$ cat config.mk
export PLATFORM = sky130hd
export DESIGN_NAME = pulse_counter_bcd
export DESIGN_NICKNAME = d
export VERILOG_FILES = /design/src/rtl/pulse_counter_pkg.sv /design/src/rtl/pulse_counter_bcd_digit.sv /design/src/rtl/pulse_counter_bcd.sv
export SDC_FILE = /design/constraint.sdc
export NUM_CORES = 1
export LEC_CHECK = 0
export ABC_CLOCK_PERIOD_IN_PS = 5800
export CAP_MARGIN = 20
export CORE_MARGIN = 2
export CORE_UTILIZATION = 40
export CTS_BUF_LIST = sky130_fd_sc_hd__clkbuf_4
export CTS_CLUSTER_SIZE = 28
export DETAILED_ROUTE_END_ITERATION = 6
export PLACE_DENSITY = 0.71
export SLEW_MARGIN = 10
export SYNTH_ARGS = -nofsm -noshare
export SYNTH_HDL_FRONTEND = slang
export SYNTH_SLANG_ARGS = --single-unit
export TNS_END_PERCENT = 5
$ cat constraint.sdc
create_clock -name CLK -period 5.8 [get_ports CLK]
set_input_delay 0.87 -clock CLK [delete_from_list [all_inputs] [get_ports CLK]]
set_output_delay 0.87 -clock CLK [all_outputs]
set_load 0.01 [all_outputs]
$ cat src/rtl/pulse_counter_pkg.sv
`default_nettype none
// ============================================================================
// Module      : pulse_counter_pkg
// Description : Shared types, constants and helpers for the BCD pulse counter.
//               - qual_state_t : pulse-width qualifier states
//               - to_bcd()     : integer -> packed BCD (up to MAX_DIGITS decades)
// Revision    : 1.0  initial release
// ============================================================================
package pulse_counter_pkg;

  localparam int MAX_DIGITS = 6;
  localparam int MAX_BCD_W  = 4 * MAX_DIGITS;

  localparam logic [3:0] BCD_ZERO = 4'd0;
  localparam logic [3:0] BCD_NINE = 4'd9;

  typedef enum logic [1:0] {
    IDLE    = 2'd0,
    MEASURE = 2'd1,
    COUNTED = 2'd2
  } qual_state_t;

  // Converts a non-negative integer into packed BCD; decades above 'digits'
  // are left at zero. Used at elaboration time to build reload constants.
  function automatic logic [MAX_BCD_W-1:0] to_bcd(input int value, input int digits);
    logic [MAX_BCD_W-1:0] result;
    int                   v;
    result = '0;
    v      = value;
    for (int i = 0; i < MAX_DIGITS; i++) begin
      if (i < digits) begin
        result[i*4 +: 4] = 4'(v % 10);
      end
      v = v / 10;
    end
    return result;
  endfunction

endpackage
`default_nettype wire

$ cat src/rtl/pulse_counter_bcd_digit.sv
`default_nettype none
// ============================================================================
// Module      : bcd_digit
// Description : One BCD decade of an up/down counter chain.
//   clk       in   clock
//   rst       in   synchronous active-high reset (digit -> 0)
//   clear     in   synchronous clear (digit -> 0), above load/en
//   load      in   parallel load of load_val, above en
//   load_val  in   4-bit BCD value to load
//   en        in   step this decade by one
//   up        in   1 = increment, 0 = decrement
//   digit     out  registered BCD digit
//   carry_out out  carry (up, digit==9) or borrow (down, digit==0) while en
// Revision    : 1.0  initial release
// ============================================================================
module bcd_digit
  import pulse_counter_pkg::*;
(
  input  logic       clk,
  input  logic       rst,
  input  logic       clear,
  input  logic       load,
  input  logic [3:0] load_val,
  input  logic       en,
  input  logic       up,
  output logic [3:0] digit,
  output logic       carry_out
);

  logic [3:0] digit_q;
  logic [3:0] digit_d;

  always_comb begin
    digit_d = digit_q;
    if (clear) begin
      digit_d = BCD_ZERO;
    end else if (load) begin
      digit_d = load_val;
    end else if (en) begin
      if (up) begin
        digit_d = (digit_q == BCD_NINE) ? BCD_ZERO : digit_q + 4'd1;
      end else begin
        digit_d = (digit_q == BCD_ZERO) ? BCD_NINE : digit_q - 4'd1;
      end
    end
  end

  // The next decade steps exactly when this one rolls over in the
  // current direction, so en ripples combinationally along the chain.
  assign carry_out = en && (up ? (digit_q == BCD_NINE) : (digit_q == BCD_ZERO));

  always_ff @(posedge clk) begin
    if (rst) begin
      digit_q <= BCD_ZERO;
    end else begin
      digit_q <= digit_d;
    end
  end

  assign digit = digit_q;

endmodule
`default_nettype wire

$ cat src/rtl/pulse_counter_bcd.sv
`default_nettype none
// ============================================================================
// Module      : pulse_counter_bcd
// Description : Width-qualified pulse counter, up/down modulo MODULUS, kept
//               directly in BCD over N_DIGITS decades.
//   CLK       in   clock, rising edge
//   Reset     in   synchronous active-high reset, highest priority
//   Pulse     in   synchronous pulse input
//   Dir       in   1 = up, 0 = down (sampled at the qualify edge)
//   Clear     in   synchronous count clear (qualifier unaffected)
//   Hold      in   freeze count (qualifier unaffected)
//   Digits    out  BCD count, [3:0] = units
//   Qualified out  one-cycle strobe per accepted pulse
//   Wrap      out  one-cycle strobe when the count wraps
// Revision    : 1.0  initial release
// ============================================================================
module pulse_counter_bcd
  import pulse_counter_pkg::*;
#(
  parameter int N_DIGITS  = 2,
  parameter int MIN_WIDTH = 4,
  parameter int MODULUS   = 20
) (
  input  logic                  CLK,
  input  logic                  Reset,
  input  logic                  Pulse,
  input  logic                  Dir,
  input  logic                  Clear,
  input  logic                  Hold,
  output logic [4*N_DIGITS-1:0] Digits,
  output logic                  Qualified,
  output logic                  Wrap
);

  localparam int BCD_W  = 4 * N_DIGITS;
  localparam int WCNT_W = $clog2(MIN_WIDTH + 1);

  localparam logic [BCD_W-1:0]  MAX_BCD     = BCD_W'(to_bcd(MODULUS - 1, N_DIGITS));
  localparam logic [WCNT_W-1:0] MIN_WIDTH_W = WCNT_W'(MIN_WIDTH);

  // --------------------------------------------------------------------------
  // Elaboration-time parameter legality
  // --------------------------------------------------------------------------
  if (N_DIGITS < 1 || N_DIGITS > MAX_DIGITS) begin : g_bad_n_digits
    $error("pulse_counter_bcd: N_DIGITS must be 1..6");
  end
  if (MIN_WIDTH < 1 || MIN_WIDTH > 255) begin : g_bad_min_width
    $error("pulse_counter_bcd: MIN_WIDTH must be 1..255");
  end
  if (MODULUS < 2 || MODULUS > 10**N_DIGITS) begin : g_bad_modulus
    $error("pulse_counter_bcd: MODULUS must be 2..10**N_DIGITS");
  end

  // --------------------------------------------------------------------------
  // Pulse-width qualifier
  // --------------------------------------------------------------------------
  qual_state_t       state_q, state_d;
  logic [WCNT_W-1:0] wcnt_q, wcnt_d;
  logic [WCNT_W-1:0] wcnt_inc;
  logic              qualify;

  assign wcnt_inc = wcnt_q + WCNT_W'(1);

  always_comb begin
    state_d = state_q;
    wcnt_d  = wcnt_q;
    qualify = 1'b0;
    case (state_q)
      IDLE: begin
        if (Pulse) begin
          wcnt_d = WCNT_W'(1);
          if (MIN_WIDTH == 1) begin
            state_d = COUNTED;
            qualify = 1'b1;
          end else begin
            state_d = MEASURE;
          end
        end
      end
      MEASURE: begin
        if (Pulse) begin
          wcnt_d = wcnt_inc;
          if (wcnt_inc == MIN_WIDTH_W) begin
            state_d = COUNTED;
            qualify = 1'b1;
          end
        end else begin
          // Too short: drop it silently and re-arm.
          state_d = IDLE;
          wcnt_d  = '0;
        end
      end
      COUNTED: begin
        // A long pulse is counted once; wait for it to go low.
        if (!Pulse) begin
          state_d = IDLE;
          wcnt_d  = '0;
        end
      end
      default: begin
        state_d = IDLE;
        wcnt_d  = '0;
      end
    endcase
  end

  always_ff @(posedge CLK) begin
    if (Reset) begin
      state_q <= IDLE;
      wcnt_q  <= '0;
    end else begin
      state_q <= state_d;
      wcnt_q  <= wcnt_d;
    end
  end

  // --------------------------------------------------------------------------
  // Count control: modulus compare and wrap reload
  // --------------------------------------------------------------------------
  logic [BCD_W-1:0]  digits;
  logic              step;
  logic              at_top;
  logic              at_zero;
  logic              wrap_d;
  logic              wrap_q;
  logic              qualified_d;
  logic              qualified_q;
  logic [BCD_W-1:0]  load_val;
  logic [N_DIGITS:0] en_chain;
  logic              carry_top_unused;

  assign step    = qualify && !Clear && !Hold;
  assign at_top  = (digits == MAX_BCD);
  assign at_zero = (digits == '0);

  // A wrap replaces the carry chain with a parallel load, so a modulus
  // below 10**N_DIGITS never lets a decade pass the terminal value.
  assign wrap_d      = step && (Dir ? at_top : at_zero);
  assign load_val    = Dir ? '0 : MAX_BCD;
  assign en_chain[0] = step && !wrap_d;
  assign qualified_d = qualify;

  for (genvar i = 0; i < N_DIGITS; i++) begin : g_digit
    bcd_digit u_digit (
      .clk       (CLK),
      .rst       (Reset),
      .clear     (Clear),
      .load      (wrap_d),
      .load_val  (load_val[i*4 +: 4]),
      .en        (en_chain[i]),
      .up        (Dir),
      .digit     (digits[i*4 +: 4]),
      .carry_out (en_chain[i+1])
    );
  end

  // Top decade's carry is meaningless: the wrap compare handles rollover.
  assign carry_top_unused = en_chain[N_DIGITS];

  always_ff @(posedge CLK) begin
    if (Reset) begin
      qualified_q <= 1'b0;
      wrap_q      <= 1'b0;
    end else begin
      qualified_q <= qualified_d;
      wrap_q      <= wrap_d;
    end
  end

  assign Digits    = digits;
  assign Qualified = qualified_q;
  assign Wrap      = wrap_q;

endmodule
`default_nettype wire

==> metrics.csv <==
metric,value,unit
status,"complete, no violations",
dp.cells,158,
yosys.area.top_type,dfxtp_1,
clkPwrFrac,32.7,%
grt_start_max_net_pins,25,
start_util,43.32,%
fin_util,50.96,%
setup_viol,0,
nNetsFinal,143,
fin_area,1160,um^2
synth_commonest_cells,"dfxtp_1 (15), a21oi_1 (11), o21ai_0 (10)",
maxSlewViolCount,0,
drtIter0Drc,10,
h-tree-depth,1,
avgViaCountPerCell,5.772,
diodes,0,
slew_headroom,51.01,%
synth_fp_nets,133,
rrSetupSlack,3.79,ns
dieArea,2878,um^2
grt_setup_unrepaired,no,
crit_top_cell,or3_1,
finalCriticalPeriod,2.787,ns
hold_depth,2,
timing.final.ws_setup,3.013,ns
p_sw,43.71,uW
fin_tns_setup,0,ns
die_height,53.65,um
clk_path_buf_depth,2,
yosysTopAreaCellShare,30.46,%
hold-path-endpoint,wcnt_q[2],
drv_cap,0,
switching_share,24.16,%
max_stage_delay,0.79,ns
powerDensity,156.0,nW/um^2
area_delta_synth_final,17.64,%
hold_violations,0,
clock.fmax,358.8,MHz
drt-wirelength-per-cell,12.40,um
cts-hold-fix-buffers,0,
crit_family,simple AND/OR/NAND/NOR gates,
yosys_warnings,0,
cts_made_buffers,3,
ant_nets,0,
intPower,137.3,uW
syn_avg_cell_area,7.888,um^2
cts_tree,built,
crit_chain,"clkdlybuf4s50_1, or3_1, a211o_1, or3_1, a21oi_1",
worstSetupEndpointType,flop,
synth-edff-count,0,
critPathArrivalTime,3.00,ns
postRouteWirelength,2.008,mm
clockRootBuffer,clkbuf_4,
vias,935,
synth_area_leaders,"dfxtp_1 (30%), a21oi_1 (5.6%), xnor2_1 (5.3%), o21ai_0 (5.1%), nand2b_1 (3.2%)",
dr.pass1.iters,4,
grt_usage,16.22,%
grt_pass1_wl,3.491,mm
rows,17,
leakage,0.3630,nW
cp_max_fo,24,
tightest_slew,0.7326,ns
antenna_found_initial,0,
io_pins,16,
dp_hpwl,1.481,mm
cts_setup_buffers,0,
clk_pin_slew,0.09,ns
pwr-share-comb,9.1,%
max-vdd-ir-drop,0.0001363,V
drive_gt1_share,5.970,%
crit_type,input port to flop,
clk_latency,0.28,ns
cp.required,6.02,ns
fin_skew,0.002178,ns
syn_inst,125,
r2r-end,g_digit[1].u_digit.digit[0],
synth_ff_type,dfxtp_1,
critPathSlowestCell,clkdlybuf4s50_1,
synth-seq-cells,15,
yosysMostFrequentCell,dfxtp_1,
async_flop_share,0,%
cts.sink_count,15,
post_dp_cell_area,1132,um^2
die_x,53.65,um
start_kind,input port,
ys_seq_area_share,30.46,%
period_share,48.05,%
io_buffers,15,
fp.coreArea,2276,um^2
drc_errors,0,
final_cells,162,
reg2regPathDepth,5,
grt.overflow.total,0,
routabilityCongestion,0.7886,
path_buf_inv,1,
r2r_start,wcnt_q[0],
grt_pass1_vias,871,
netlist_area,985.9,um^2
pre_cts_ws,2.763,ns
synth_cell_types,42,
cts.repair.resized,0,
min-delay-start,wcnt_q[2],
power.share.sequential,58.2,%
hp-class,flop to flop,
[cells by family after synthesis]
group	after synthesis	share of synthesized area, %
AO/OA/AOI/OAI	42	27.16
XOR/XNOR	7	6.218
buffers and inverters	12	4.695
flip-flops	15	30.46
AND/OR/NAND/NOR	46	27.92
adder cells (fa/ha/maj)	2	2.538
multiplexers	1	1.015
[power groups by stage]
stage	clock network [mW]	registers (mW)	logic [mW]
after floorplan	0	0.107	0.00997
after global placement	0	0.108	0.0158
after detailed placement	0	0.108	0.0163
after CTS	0.0626	0.105	0.0164
after global routing	0.0679	0.106	0.0182
final	0.0591	0.105	0.0164
[flip-flops by register name, indices dropped and copies added (netlist names)]
register	count
Qualified	1
Wrap	1
g_digit.u_digit.digit	8
state_q	2
wcnt_q	3
[worst max path at each step]
stage               start                     endpoint  slack, ns  depth (start not counted)
detailed placement    Dir  g_digit[1].u_digit.digit[0]       2.76                          5
finish                Dir  g_digit[1].u_digit.digit[0]       3.01                          5
floorplan           Pulse  g_digit[1].u_digit.digit[0]       3.59                          5
CTS                   Dir  g_digit[1].u_digit.digit[0]       3.06                          5
global route          Dir  g_digit[1].u_digit.digit[0]       2.89                          5
global placement      Dir  g_digit[1].u_digit.digit[0]       2.83                          5
[metrics by stage]
stage / power, mW / hold slack, ns
floorplan: 0.1174 / 0.5121
global placement: 0.1236 / 0.5476
detailed placement: 0.1240 / 0.5584
CTS: 0.1843 / 0.5735
global route: 0.1917 / 0.5980
finish: 0.1810 / 0.5680
[cells in the final DEF (no fill, tap or decap), types with 4 or more instances in the layout]
cell type	instances
nand2_1	5
a21oi_1	11
nand3_1	4
a21boi_0	4
nand2b_1	5
o21ai_0	10
xnor2_1	6
dfxtp_1	15
clkdlybuf4s50_1	15
nor2_1	8
[per-layer routing]
layer	part of all wire, %	global-route usage, %	vias up
met3	3.0	2.500	2
li1	-	-	480
met4	0.85	6.410	0
met2	50	29.22	19
met1	46	19.09	434
met5	0	0	-
[cell type report]
class                   count  area [um^2]
clock buffers               3        22.52
clock inverters             1        5.005
fillers                   222         1116
inverters                   2        7.507
multi-input cells          98        639.4
flip-flops and latches     15        300.3
well taps                  28        35.03
repair buffers             15        150.1
[worst min-delay path: stages, from the launching register on]
cell     delay [ns]
dfxtp_1        0.36
nand4_1        0.10
a31oi_1        0.07
Power figures use the tool's default switching activity.
